`config.mk`:
```
export PLATFORM = sky130hd
export DESIGN_NAME = demuxn_flat
export DESIGN_NICKNAME = d
export VERILOG_FILES = /design/src/rtl/demuxn_if.sv /design/src/rtl/demuxn.sv /design/src/flat_wrapper.sv
export SDC_FILE = /design/constraint.sdc
export NUM_CORES = 1
export LEC_CHECK = 0
export BUFFER_PORTS_ARGS = -buffer_cell sky130_fd_sc_hd__buf_2
export CORE_AREA = 3 3 91 114
export CTS_BUF_LIST = sky130_fd_sc_hd__clkbuf_8
export DETAILED_ROUTE_END_ITERATION = 7
export DIE_AREA = 0 0 94 117
export PLACE_DENSITY_LB_ADDON = 0.15
export SLEW_MARGIN = 20
export SYNTH_ARGS = -nofsm -noshare
export SYNTH_HDL_FRONTEND = slang
export SYNTH_SLANG_ARGS = --single-unit
```
`constraint.sdc`:
```
create_clock -name clk -period 1.9 [get_ports clk]
set_clock_uncertainty 0.05 [all_clocks]
set_input_delay 0.38 -clock clk [delete_from_list [all_inputs] [get_ports clk]]
set_output_delay 0.38 -clock clk [all_outputs]
set_load 0.01 [all_outputs]
```
`src/rtl/demuxn_if.sv`:
```
// ---------------------------------------------------------------------------
// demuxn_if -- bundle of the handshake and data signals around demuxn.
//
// Signal summary (direction seen from the demux, i.e. the slave modport):
//   in        input  [N-1:0]  input data word
//   in_valid  input           input word present
//   in_ready  output          demux accepts the input word this cycle
//   sel       input           destination: 0 = channel a, 1 = channel b
//   out_a     output [N-1:0]  channel a data
//   a_valid   output          channel a holds a word
//   a_ready   input           channel a consumer accepts out_a
//   out_b     output [N-1:0]  channel b data
//   b_valid   output          channel b holds a word
//   b_ready   input           channel b consumer accepts out_b
//   count_a   output [15:0]   completed channel a output transfers (mod 2^16)
//   count_b   output [15:0]   completed channel b output transfers (mod 2^16)
//
// The master modport is the environment side: the producer feeding the
// input port and the two consumers draining the channels.
// ---------------------------------------------------------------------------
interface demuxn_if #(
  parameter int N = 32
);

  // Input side
  logic [N-1:0] in;
  logic         in_valid;
  logic         in_ready;
  logic         sel;

  // Channel a
  logic [N-1:0] out_a;
  logic         a_valid;
  logic         a_ready;

  // Channel b
  logic [N-1:0] out_b;
  logic         b_valid;
  logic         b_ready;

  // Transfer counters
  logic [15:0]  count_a;
  logic [15:0]  count_b;

  // Environment view: drives the input word and the consumer readies.
  modport master (
    output in,
    output in_valid,
    output sel,
    output a_ready,
    output b_ready,
    input  in_ready,
    input  out_a,
    input  a_valid,
    input  out_b,
    input  b_valid,
    input  count_a,
    input  count_b
  );

  // Demux view: consumes the input word, presents both channels.
  modport slave (
    input  in,
    input  in_valid,
    input  sel,
    input  a_ready,
    input  b_ready,
    output in_ready,
    output out_a,
    output a_valid,
    output out_b,
    output b_valid,
    output count_a,
    output count_b
  );

endinterface

```
`src/rtl/demuxn.sv`:
```
// ---------------------------------------------------------------------------
// demuxn -- one-input, two-output valid/ready demultiplexer.
//
// A word offered on the input side is routed by sel into a one-entry
// holding register belonging to channel a (sel=0) or channel b (sel=1).
// Each holding register drives its channel's data and valid outputs
// directly, so the outputs are glitch-free register outputs. A channel can
// be refilled in the same cycle it is drained, giving one word per cycle of
// throughput per channel. Each channel also counts its completed output
// transfers in a wrapping 16-bit counter.
//
// Ports:
//   clk      input   sole clock, all state updates on the rising edge
//   reset_n  input   synchronous, active-low reset
//   bus      demuxn_if.slave  -- data, handshakes and counters (see the
//            interface file for the individual signals)
// ---------------------------------------------------------------------------
module demuxn #(
  parameter int N = 32
) (
  input  logic           clk,
  input  logic           reset_n,
  demuxn_if.slave        bus
);

  // -------------------------------------------------------------------------
  // State: one holding register (data + valid) and one counter per channel.
  // -------------------------------------------------------------------------
  logic [N-1:0] data_a_q, data_a_d;
  logic         valid_a_q, valid_a_d;
  logic [15:0]  count_a_q, count_a_d;

  logic [N-1:0] data_b_q, data_b_d;
  logic         valid_b_q, valid_b_d;
  logic [15:0]  count_b_q, count_b_d;

  // Handshake decode
  logic space_a;
  logic space_b;
  logic in_ready;
  logic accept;
  logic load_a;
  logic load_b;
  logic drain_a;
  logic drain_b;

  // -------------------------------------------------------------------------
  // Handshake decode.
  // A channel can take a new word when it is empty or when its current word
  // leaves at this same edge. in_ready only looks at the channel currently
  // selected, so a stalled channel never blocks traffic to the other one,
  // and it deliberately ignores in_valid so the producer can use it to
  // decide whether to offer a word at all.
  // -------------------------------------------------------------------------
  always_comb begin
    space_a  = !valid_a_q || bus.a_ready;
    space_b  = !valid_b_q || bus.b_ready;

    in_ready = bus.sel ? space_b : space_a;
    accept   = bus.in_valid && in_ready;

    load_a   = accept && !bus.sel;
    load_b   = accept &&  bus.sel;

    // A ready with nothing held is not a transfer.
    drain_a  = valid_a_q && bus.a_ready;
    drain_b  = valid_b_q && bus.b_ready;
  end

  // -------------------------------------------------------------------------
  // Channel a next state.
  // A load always wins: it either fills an empty register or replaces a word
  // that is leaving at the same edge, keeping valid high for back-to-back
  // streaming. Without a load, a drain empties the register. Data is left
  // as-is when the register empties; it is only meaningful while valid.
  // With no load and no drain everything holds, which keeps a stalled word
  // stable on the outputs.
  // -------------------------------------------------------------------------
  always_comb begin
    data_a_d  = data_a_q;
    valid_a_d = valid_a_q;
    count_a_d = count_a_q;

    if (load_a) begin
      data_a_d  = bus.in;
      valid_a_d = 1'b1;
    end else if (drain_a) begin
      valid_a_d = 1'b0;
    end

    // Counter wraps naturally at 16 bits.
    if (drain_a) begin
      count_a_d = count_a_q + 16'd1;
    end
  end

  // -------------------------------------------------------------------------
  // Channel b next state, same rules as channel a.
  // -------------------------------------------------------------------------
  always_comb begin
    data_b_d  = data_b_q;
    valid_b_d = valid_b_q;
    count_b_d = count_b_q;

    if (load_b) begin
      data_b_d  = bus.in;
      valid_b_d = 1'b1;
    end else if (drain_b) begin
      valid_b_d = 1'b0;
    end

    if (drain_b) begin
      count_b_d = count_b_q + 16'd1;
    end
  end

  // -------------------------------------------------------------------------
  // State registers.
  // Reset is synchronous and overrides any handshake seen in the same cycle:
  // held words are thrown away, data is zeroed so the outputs read back as
  // zero, and no transfer of that cycle is counted.
  // -------------------------------------------------------------------------
  always_ff @(posedge clk) begin
    if (!reset_n) begin
      data_a_q  <= '0;
      valid_a_q <= 1'b0;
      count_a_q <= 16'd0;
      data_b_q  <= '0;
      valid_b_q <= 1'b0;
      count_b_q <= 16'd0;
    end else begin
      data_a_q  <= data_a_d;
      valid_a_q <= valid_a_d;
      count_a_q <= count_a_d;
      data_b_q  <= data_b_d;
      valid_b_q <= valid_b_d;
      count_b_q <= count_b_d;
    end
  end

  // -------------------------------------------------------------------------
  // Outputs come straight from the holding registers and counters.
  // -------------------------------------------------------------------------
  assign bus.in_ready = in_ready;
  assign bus.out_a    = data_a_q;
  assign bus.a_valid  = valid_a_q;
  assign bus.out_b    = data_b_q;
  assign bus.b_valid  = valid_b_q;
  assign bus.count_a  = count_a_q;
  assign bus.count_b  = count_b_q;

endmodule

```
`src/flat_wrapper.sv`:
```
// flat-port wrapper written by rule: the top's interface ports become plain ports
module demuxn_flat 
#(
  parameter int N = 32
)
  (clk, reset_n, bus_in, bus_in_valid, bus_sel, bus_a_ready, bus_b_ready, bus_in_ready, bus_out_a, bus_a_valid, bus_out_b, bus_b_valid, bus_count_a, bus_count_b);
  demuxn_if #(.N(N)) bus_i ();
  input  logic clk;
  input  logic reset_n;
  input wire logic [$bits(bus_i.in)-1:0] bus_in;
  input wire logic [$bits(bus_i.in_valid)-1:0] bus_in_valid;
  input wire logic [$bits(bus_i.sel)-1:0] bus_sel;
  input wire logic [$bits(bus_i.a_ready)-1:0] bus_a_ready;
  input wire logic [$bits(bus_i.b_ready)-1:0] bus_b_ready;
  output wire logic [$bits(bus_i.in_ready)-1:0] bus_in_ready;
  output wire logic [$bits(bus_i.out_a)-1:0] bus_out_a;
  output wire logic [$bits(bus_i.a_valid)-1:0] bus_a_valid;
  output wire logic [$bits(bus_i.out_b)-1:0] bus_out_b;
  output wire logic [$bits(bus_i.b_valid)-1:0] bus_b_valid;
  output wire logic [$bits(bus_i.count_a)-1:0] bus_count_a;
  output wire logic [$bits(bus_i.count_b)-1:0] bus_count_b;
  assign bus_i.in = bus_in;
  assign bus_i.in_valid = bus_in_valid;
  assign bus_i.sel = bus_sel;
  assign bus_i.a_ready = bus_a_ready;
  assign bus_i.b_ready = bus_b_ready;
  assign bus_in_ready = bus_i.in_ready;
  assign bus_out_a = bus_i.out_a;
  assign bus_a_valid = bus_i.a_valid;
  assign bus_out_b = bus_i.out_b;
  assign bus_b_valid = bus_i.b_valid;
  assign bus_count_a = bus_i.count_a;
  assign bus_count_b = bus_i.count_b;
  demuxn #(.N(N)) u_core (.clk(clk), .reset_n(reset_n), .bus(bus_i));
endmodule
```
# Word level (Yosys, flattened, before mapping)

Cells that the tools add are included.

Register bits: 98
Latch bits: 0
RAM bits: 0
Bits in read-only memories: 0
Bits of input ports: 38
Output and inout port bits: 99
Word-level logic and storage cells: 25
Memories kept: 0

$add $sub $neg: 2
$mul: 0
Div/mod/pow operators: 0
Order comparisons: 0
Equal/unequal tests: 0
Shift-type cells: 0
Muxes and demuxes: 5
Bitwise operators: 0
Reductions and logical operators: 12

Operators by type and width:

| cell                                           | count |
|---|---|
| adder 16 x 1 -> 16 bit (second input constant) | 2 |
| logical AND 1 bit                              | 5 |
| two-way mux 1 bit                              | 5 |
| nonzero test 2 bit                             | 2 |
| logical NOT 1 bit                              | 3 |
| logical OR 1 bit                               | 2 |

# Longest topological paths before layout

Gate-level depths: netlist of run 1.

Word-level depth: 6
Depth in mapped cells: 6
Depth with buffers taken out: 5

# Worst setup path after synthesis of run 1

OpenSTA, ideal clock, no wires.

Kind: register to register
Start point: reg u_core.count_a_q[0] (netlist: u_core.bus.count_a[0])
End point: reg u_core.count_a_q[14] (netlist: u_core.bus.count_a[14])
Setup time: 70 ps
Arrival: 1,757 ps
Required time: 1,780 ps
Path slack: 23 ps
Cell stages (with the launch flop): 6
Clock period less this slack: 1,877 ps
Cell sequence: dfxtp_1 > ha_1 > nand4_4 > or4_4 > or3_1 > a21oi_1

Cells in the longest elaborated chain, start to end: 1

RTL lines:

| item                     | RTL line      | text |
|---|---|---|
| start: declaration       | demuxn.sv:31  | `logic [15:0] count_a_q, count_a_d;` |
| start signal: assignment | demuxn.sv:134 | `count_a_q <= count_a_d;` |
| adder 16 x 1 -> 16 bit   | demuxn.sv:93  | `count_a_d = count_a_q + 16'd1;` |

Every way passes these cells.
A chain may end at the register's enable or synchronous reset.

# Worst setup path after layout of run 1

Start point: reg u_core.count_a_q[1] (netlist: u_core.bus.count_a[1])
End point: reg u_core.count_a_q[14] (netlist: u_core.bus.count_a[14])

The elaborated chain is that of the path after synthesis.

==> results of run 1 <==
[cell usage after synthesis, types with 7 or more instances]
cell type / n / area [um^2]
nand2_1: 145 / 544
dfxtp_1: 98 / 1960
a21oi_1: 71 / 355
clkbuf_1: 24 / 90.1
nor2_1: 24 / 90.1
nand3_1: 16 / 80.1
xnor2_1: 11 / 96.3
xor2_1: 9 / 78.8
nand2b_1: 8 / 50.1
inv_1: 7 / 26.3
nand4_1: 7 / 43.8
[flip-flops by register name (all words and copies together), names as in the netlist]
signal,cells
u_core.bus.out_b,32
u_core.bus.count_b,16
u_core.bus.out_a,32
u_core.bus.count_a,16
u_core.bus.a_valid,1
u_core.bus.b_valid,1
[final cells by class]
cell class	instances	area, um^2	share of cell area (%)
repair buffers	148	821	17.1
multi-input cells	327	1630	34.0
inverters	7	26.3	0.549
clock buffers	10	138	2.88
well taps	123	154	3.21
clock inverters	5	55.1	1.15
flip-flops and latches	98	1960	41.0
[routing by layer]
layer  wire length, um  part of all wire, %  vias up  global-route usage, %
li1                  -                    -     1770                      -
met1              4100                   42     1596                   21.6
met2              4800                   49      104                   31.5
met3               603                  6.2       14                   4.54
met4               203                  2.1        0                   8.67
met5                 0                    0        -                      0
[per-stage QoR]
| step | util, % | cells | instance area [um^2] | setup slack (ns) | total power (W) |
|---|---|---|---|---|---|
| 2_1_floorplan | - | 458 | 3730 | 0.0234 | 0.00239 |
| 3_3_place_gp | 49.5 | 703 | 4590 | 0.145 | 0.00257 |
| 3_5_place_dp | 49.5 | 703 | 4590 | 0.118 | 0.00258 |
| 4_1_cts | 51.6 | 718 | 4780 | 0.00964 | 0.00390 |
| 5_1_grt | 51.6 | 718 | 4790 | 0.0318 | 0.00403 |
| 6_report | 51.6 | 718 | 4790 | 0.100 | 0.00385 |
[tightest hold or removal path, stage by stage]
cell     delay (ns)
buf_2          0.10
nand2_1        0.05
a21oi_1        0.05
[power breakdown]
part	total, W	internal, W	switching (W)
clock	0.00132	0.000632	0.000692
combinational	0.000367	0.000146	0.000221
sequential	0.00216	0.00212	0.0000382
[worst paths after layout]
path | slack (ns) | cells after the start | to | start
max | 0.10 | 5 | u_core.bus.count_a[14]$_SDFFE_PN0P_ | u_core.bus.count_a[1]$_SDFFE_PN0P_
min | 0.20 | 3 | u_core.bus.out_a[2]$_SDFFE_PN0P_ | bus_in[2]
max reg2reg | 0.10 | 5 | u_core.bus.count_a[14]$_SDFFE_PN0P_ | u_core.bus.count_a[1]$_SDFFE_PN0P_
min reg2reg | 0.40 | 2 | u_core.bus.out_a[9]$_SDFFE_PN0P_ | u_core.bus.out_a[9]$_SDFFE_PN0P_
[cells by family (layout without fill, tap and decap cells)]
kind of cell | count (synthesis) | count (layout) | synth area share (%)
and+or+nand+nor | 222 | 222 | 26.0
buffers and inverters | 33 | 170 | 3.79
AOI/OAI and AO/OA | 77 | 77 | 10.6
xor gates and xnor gates | 20 | 20 | 4.69
adders and majority gates | 2 | 2 | 0.670
muxes | 6 | 6 | 1.64
DFF | 98 | 98 | 52.6
==> results.tsv, run 1 <==
stage	metric	value	unit
synth	summed instance area of the synthesized netlist	3730	um^2
layout	most frequent cells in the layout	nand2_1 (145), buf_2 (136), dfxtp_1 (96), a21oi_1 (71), nor2_1 (24)	
clocking	CTS tree	yes	
layout	area grow syn2layout	28.3	%
route	DRT iter0 DRCs	119	
sta	Fin Hold WS	0.204	ns
setup_path	critical path start-end classification	reg -> reg	
run	total of max-cap violations	0	
synth	net count of the mapped netlist	498	
route	wirelength, routed	9710	um
sta	transition time at the pin with the least slew margin	0.432	ns
global_route	vias in the first global route	3396	
place	number of input and output port buffers inserted	136	
synth	flop and latch count out of synthesis	98	
synth	primary flip-flop cell chosen by synthesis mapping	dfxtp_1	
route	post-detailed-route wirelength per cell	13.5	um
sta	final worst-path cycle share	94.7	%
floorplanning	IO Pins	137	
global_route	initial antenna violation count	0	
setup_path	biggest fanout along the worst timing path	3	
pwr	leakage power of the design	2.11	nW
clocking	Skew-Pair Late Insertion Delay	0.36	ns
route	router iterations before antenna repair	6	
place	HPWL reported at the end of detailed placement	6950	um
clocking	clock transition at the registers of the reported paths	0.09	ns
clocking	hold buffer count at cts	0	
clocking	number of buffers created by CTS	9	
clocking	post-cts repair resize count	0	
sta	RSZ-0062 raised after global routing	false	
global_route	global route overflow	0	
floorplanning	Rows	39	
layout	layout cell share with drive strength beyond 1	28.7	%
setup_path	slowest stage delay, CP	0.54	ns
clocking	H-tree level count	3	
hold_path	path type of the worst min-delay path	in -> reg	
floorplanning	Die Footprint	11000	um^2
sta	tightest slew margin relative to the limit	70.9	%
setup_path	CP max-delay cell	or4_4	
layout	number of nets in the final layout	631	
sta	number of endpoints with negative hold slack in the final report	0	
setup_path	gate family responsible for the most delay along the worst path	simple AND/OR/NAND/NOR gates	
floorplanning	initial core utilization	40.3	%
sta	fin crit period	1.80	ns
layout	most common library cell in the layout ignoring fill and taps	nand2_1	
sta	Max Transition Viols Final	0	
synth	FFs w/ async S/R, synth	0	%
clocking	buffer cell driving the clock tree root	clkbuf_8	
setup_path	CP required	2.14	ns
layout	ant diodes	0	
route	number of remaining DRC errors	0	
synth	number of enable flip-flop cells after synthesis	0	
global_route	overall global routing resource usage	18.4	%
floorplanning	Die Y-Extent	117	um
sta	setup TNS	0	ns
layout	layout filler cell count	960	
setup_path	critical path endpoint category	flip-flop	
floorplanning	width of the die	94	um
synth	syn avg cell area	8.15	um^2
route	post-detailed-route count of antenna-violating nets	0	
pwr	Max IR drop VDD	387	uV
setup_path	data arrival time of the critical path	2.04	ns
pwr	total power density per cell area	804	nW/um^2
global_route	global-route wire length before repair	16100	um
route	routed vias/inst	4.85	
clocking	sink count of the clock tree	98	
setup_path	startpoint class of the critical path	flip-flop	
sta	Fmax	0.556	GHz
run_status	outcome	completed	
synth	Yosys warning count	0	
setup_path	cell-by-cell listing of the critical path	ha_1, nand4_4, or4_4, or3_1, a21oi_1	
route	vias after detailed routing	3484	
synth	sequential share of the synthesized area	52.6	%
place	GPL Wtd Cong	0.764	
sta	number of setup violations in the final report	0	
global_route	maximum number of pins on one net before global-route repair	53	
setup_path	count of buffer and inverter cells on the critical path	0	
synth	Unique masters post-synth	33	
synth	gate count of the mapped netlist	458	
floorplanning	Core Region	9270	um^2
clocking	count of buffers added by post-CTS timing repair for setup	0	
clocking	clk buf depth	2	
Power figures use the tool's default switching activity.
==> inputs of run 2 (changes only) <==
PLACE_DENSITY = 0.79   (was default)
PLACE_DENSITY_LB_ADDON = default   (was 0.15)
==> results.tsv, run 2 (synthesis results as in run 1) <==
stage	metric	value	unit	change
floorplanning	width of the die	94	um	unchanged
run_status	outcome	completed		unchanged
global_route	global-route wire length before repair	16000	um	was 16100 um
layout	layout filler cell count	904		was 960
setup_path	data arrival time of the critical path	2.06	ns	was 2.04 ns
global_route	overall global routing resource usage	18.1	%	was 18.4%
route	wirelength, routed	9810	um	was 9710 um
layout	most frequent cells in the layout	nand2_1 (145), buf_2 (136), dfxtp_1 (97), a21oi_1 (71), nor2_1 (24)		was nand2_1 (145), buf_2 (136), dfxtp_1 (96), a21oi_1 (71), nor2_1 (24)
route	post-detailed-route count of antenna-violating nets	0		unchanged
sta	RSZ-0062 raised after global routing	false		unchanged
sta	Fmax	0.551	GHz	was 0.556 GHz
floorplanning	initial core utilization	40.3	%	unchanged
setup_path	CP max-delay cell	or4_4		unchanged
sta	Max Transition Viols Final	0		unchanged
floorplanning	Die Y-Extent	117	um	unchanged
setup_path	biggest fanout along the worst timing path	3		unchanged
setup_path	cell-by-cell listing of the critical path	ha_2, nand4_4, or4_4, or3_1, a21oi_1		was ha_1, nand4_4, or4_4, or3_1, a21oi_1
layout	layout cell share with drive strength beyond 1	29.2	%	was 28.7%
route	post-detailed-route wirelength per cell	13.6	um	was 13.5 um
clocking	CTS tree	yes		unchanged
setup_path	count of buffer and inverter cells on the critical path	0		unchanged
layout	non-filler instance count after layout	723		was 718
sta	number of endpoints with negative hold slack in the final report	0		unchanged
pwr	Max IR drop VDD	568	uV	was 387 uV
pwr	leakage power of the design	2.13	nW	was 2.11 nW
route	DRT iter0 DRCs	153		was 119
setup_path	startpoint class of the critical path	flip-flop		unchanged
sta	smallest setup slack after layout	0.0848	ns	was 0.100 ns
hold_path	path type of the worst min-delay path	in -> reg		unchanged
global_route	maximum number of pins on one net before global-route repair	48		was 53
sta	transition time at the pin with the least slew margin	0.454	ns	was 0.432 ns
clocking	sink count of the clock tree	98		unchanged
global_route	vias in the first global route	3489		was 3396
route	number of remaining DRC errors	0		unchanged
setup_path	CP required	2.15	ns	was 2.14 ns
pwr	total power density per cell area	769	nW/um^2	was 804 nW/um^2
sta	Fin Hold WS	0.212	ns	was 0.204 ns
run	total of max-cap violations	0		unchanged
setup_path	gate family responsible for the most delay along the worst path	simple AND/OR/NAND/NOR gates		unchanged
sta	setup TNS	0	ns	unchanged
setup_path	slowest stage delay, CP	0.54	ns	about the same
sta	final worst-path cycle share	95.5	%	was 94.7%
sta	tightest slew margin relative to the limit	69.3	%	was 70.9%
clocking	H-tree level count	3		unchanged
floorplanning	Rows	39		unchanged
place	# placed instances	706		was 703
place	number of input and output port buffers inserted	136		unchanged
route	vias after detailed routing	3541		was 3484
place	HPWL reported at the end of detailed placement	7220	um	was 6950 um
clocking	number of buffers created by CTS	9		unchanged
route	routed vias/inst	4.90		was 4.85
setup_path	critical path endpoint category	flip-flop		unchanged
place	Place WS	0.109	ns	was 0.118 ns
layout	ant diodes	0		unchanged
sta	number of setup violations in the final report	0		unchanged
global_route	global route overflow	0		unchanged
clocking	clk buf depth	2		unchanged
floorplanning	Die Footprint	11000	um^2	unchanged
layout	combined area of the multi-input logic cells	1630	um^2	about the same
place	GPL Wtd Cong	0.790		was 0.764
floorplanning	Core Region	9270	um^2	unchanged
layout	number of nets in the final layout	635		was 631
clocking	buffer cell driving the clock tree root	clkbuf_8		unchanged
layout	register cell area after layout	1960	um^2	about the same
global_route	initial antenna violation count	0		unchanged
layout	area grow syn2layout	28.4	%	was 28.3%
clocking	clock transition at the registers of the reported paths	0.09	ns	about the same
route	router iterations before antenna repair	4		was 6
clocking	Skew-Pair Late Insertion Delay	0.36	ns	about the same
layout	most common library cell in the layout ignoring fill and taps	nand2_1		unchanged
setup_path	critical path start-end classification	reg -> reg		unchanged
floorplanning	IO Pins	137		unchanged
sta	fin crit period	1.82	ns	was 1.80 ns
==> run 2: cell types whose count changed in the layout (fill, tap and decap cells not counted), sizes merged <==
cell | previous run | this run
clkinvlp | 2 | 1
inv | 7 | 9
bufinv | 1 | 0
clkinv | 2 | 4
buf | 148 | 152
clkbuf | 10 | 9
==> run 2: report_power, final <==
part           internal, W  total, W  switching (W)
clock             0.000462   0.00115       0.000688
combinational     0.000150  0.000374       0.000224
sequential         0.00212   0.00216      0.0000374
==> run 2: cell type report <==
| type | count | area share (%) |
|---|---|---|
| Clock buffer | 9 | 2.59 |
| Inverter | 7 | 0.548 |
| Clock inverter | 7 | 0.810 |
| Timing Repair Buffer | 152 | 17.8 |
| Multi-Input combinational cell | 327 | 34.1 |
| Sequential cell | 98 | 41.0 |
| Tap cell | 123 | 3.21 |
==> run 2: stage by stage <==
stage / total power (W) / cell area, um^2 / utilization, %
detailed placement: 0.00258 / 4610 / 49.8
global route: 0.00386 / 4790 / 51.7
finish: 0.00368 / 4790 / 51.7
CTS: 0.00373 / 4780 / 51.6
floorplan: 0.00239 / 3730 / -
global placement: 0.00257 / 4610 / 49.8
==> run 2: what timing repair did <==
action / 4_1_cts / 5_1_grt
buffers inserted: 0 / 1
pin swaps: 0 / 0
hold endpoints to repair: 0 / 0
endpoints found under the setup margin: 1 / 2
hold buffers: 0 / 0
resized for setup: 2 / 1
==> run 2: worst paths after layout <==
| path | start | endpoint | slack (ns) | depth (start not counted) |
|---|---|---|---|---|
| worst max-delay path | u_core.bus.count_a[0]$_SDFFE_PN0P_ | u_core.bus.count_a[14]$_SDFFE_PN0P_ | 0.08 | 5 |
| worst min register to register | u_core.bus.out_b[20]$_SDFFE_PN0P_ | u_core.bus.out_b[20]$_SDFFE_PN0P_ | 0.41 | 2 |
| worst min-delay path | bus_in[0] | u_core.bus.out_a[0]$_SDFFE_PN0P_ | 0.21 | 3 |
| worst max register to register | u_core.bus.count_a[0]$_SDFFE_PN0P_ | u_core.bus.count_a[14]$_SDFFE_PN0P_ | 0.08 | 5 |
==> run 2: worst register-to-register path, cell delays in order (launching register included) <==
cell     delay [ns]
dfxtp_1        0.37
ha_2           0.22
nand4_4        0.10
or4_4          0.54
or3_1          0.33
a21oi_1        0.14
==> run 2: routing by layer <==
metal	up-vias	track usage, %	part of all wire, %
met1	1642	20.1	40
li1	1785	-	-
met3	12	5.56	7.4
met2	102	31.9	51
met5	-	0	0
met4	0	7.90	1.4
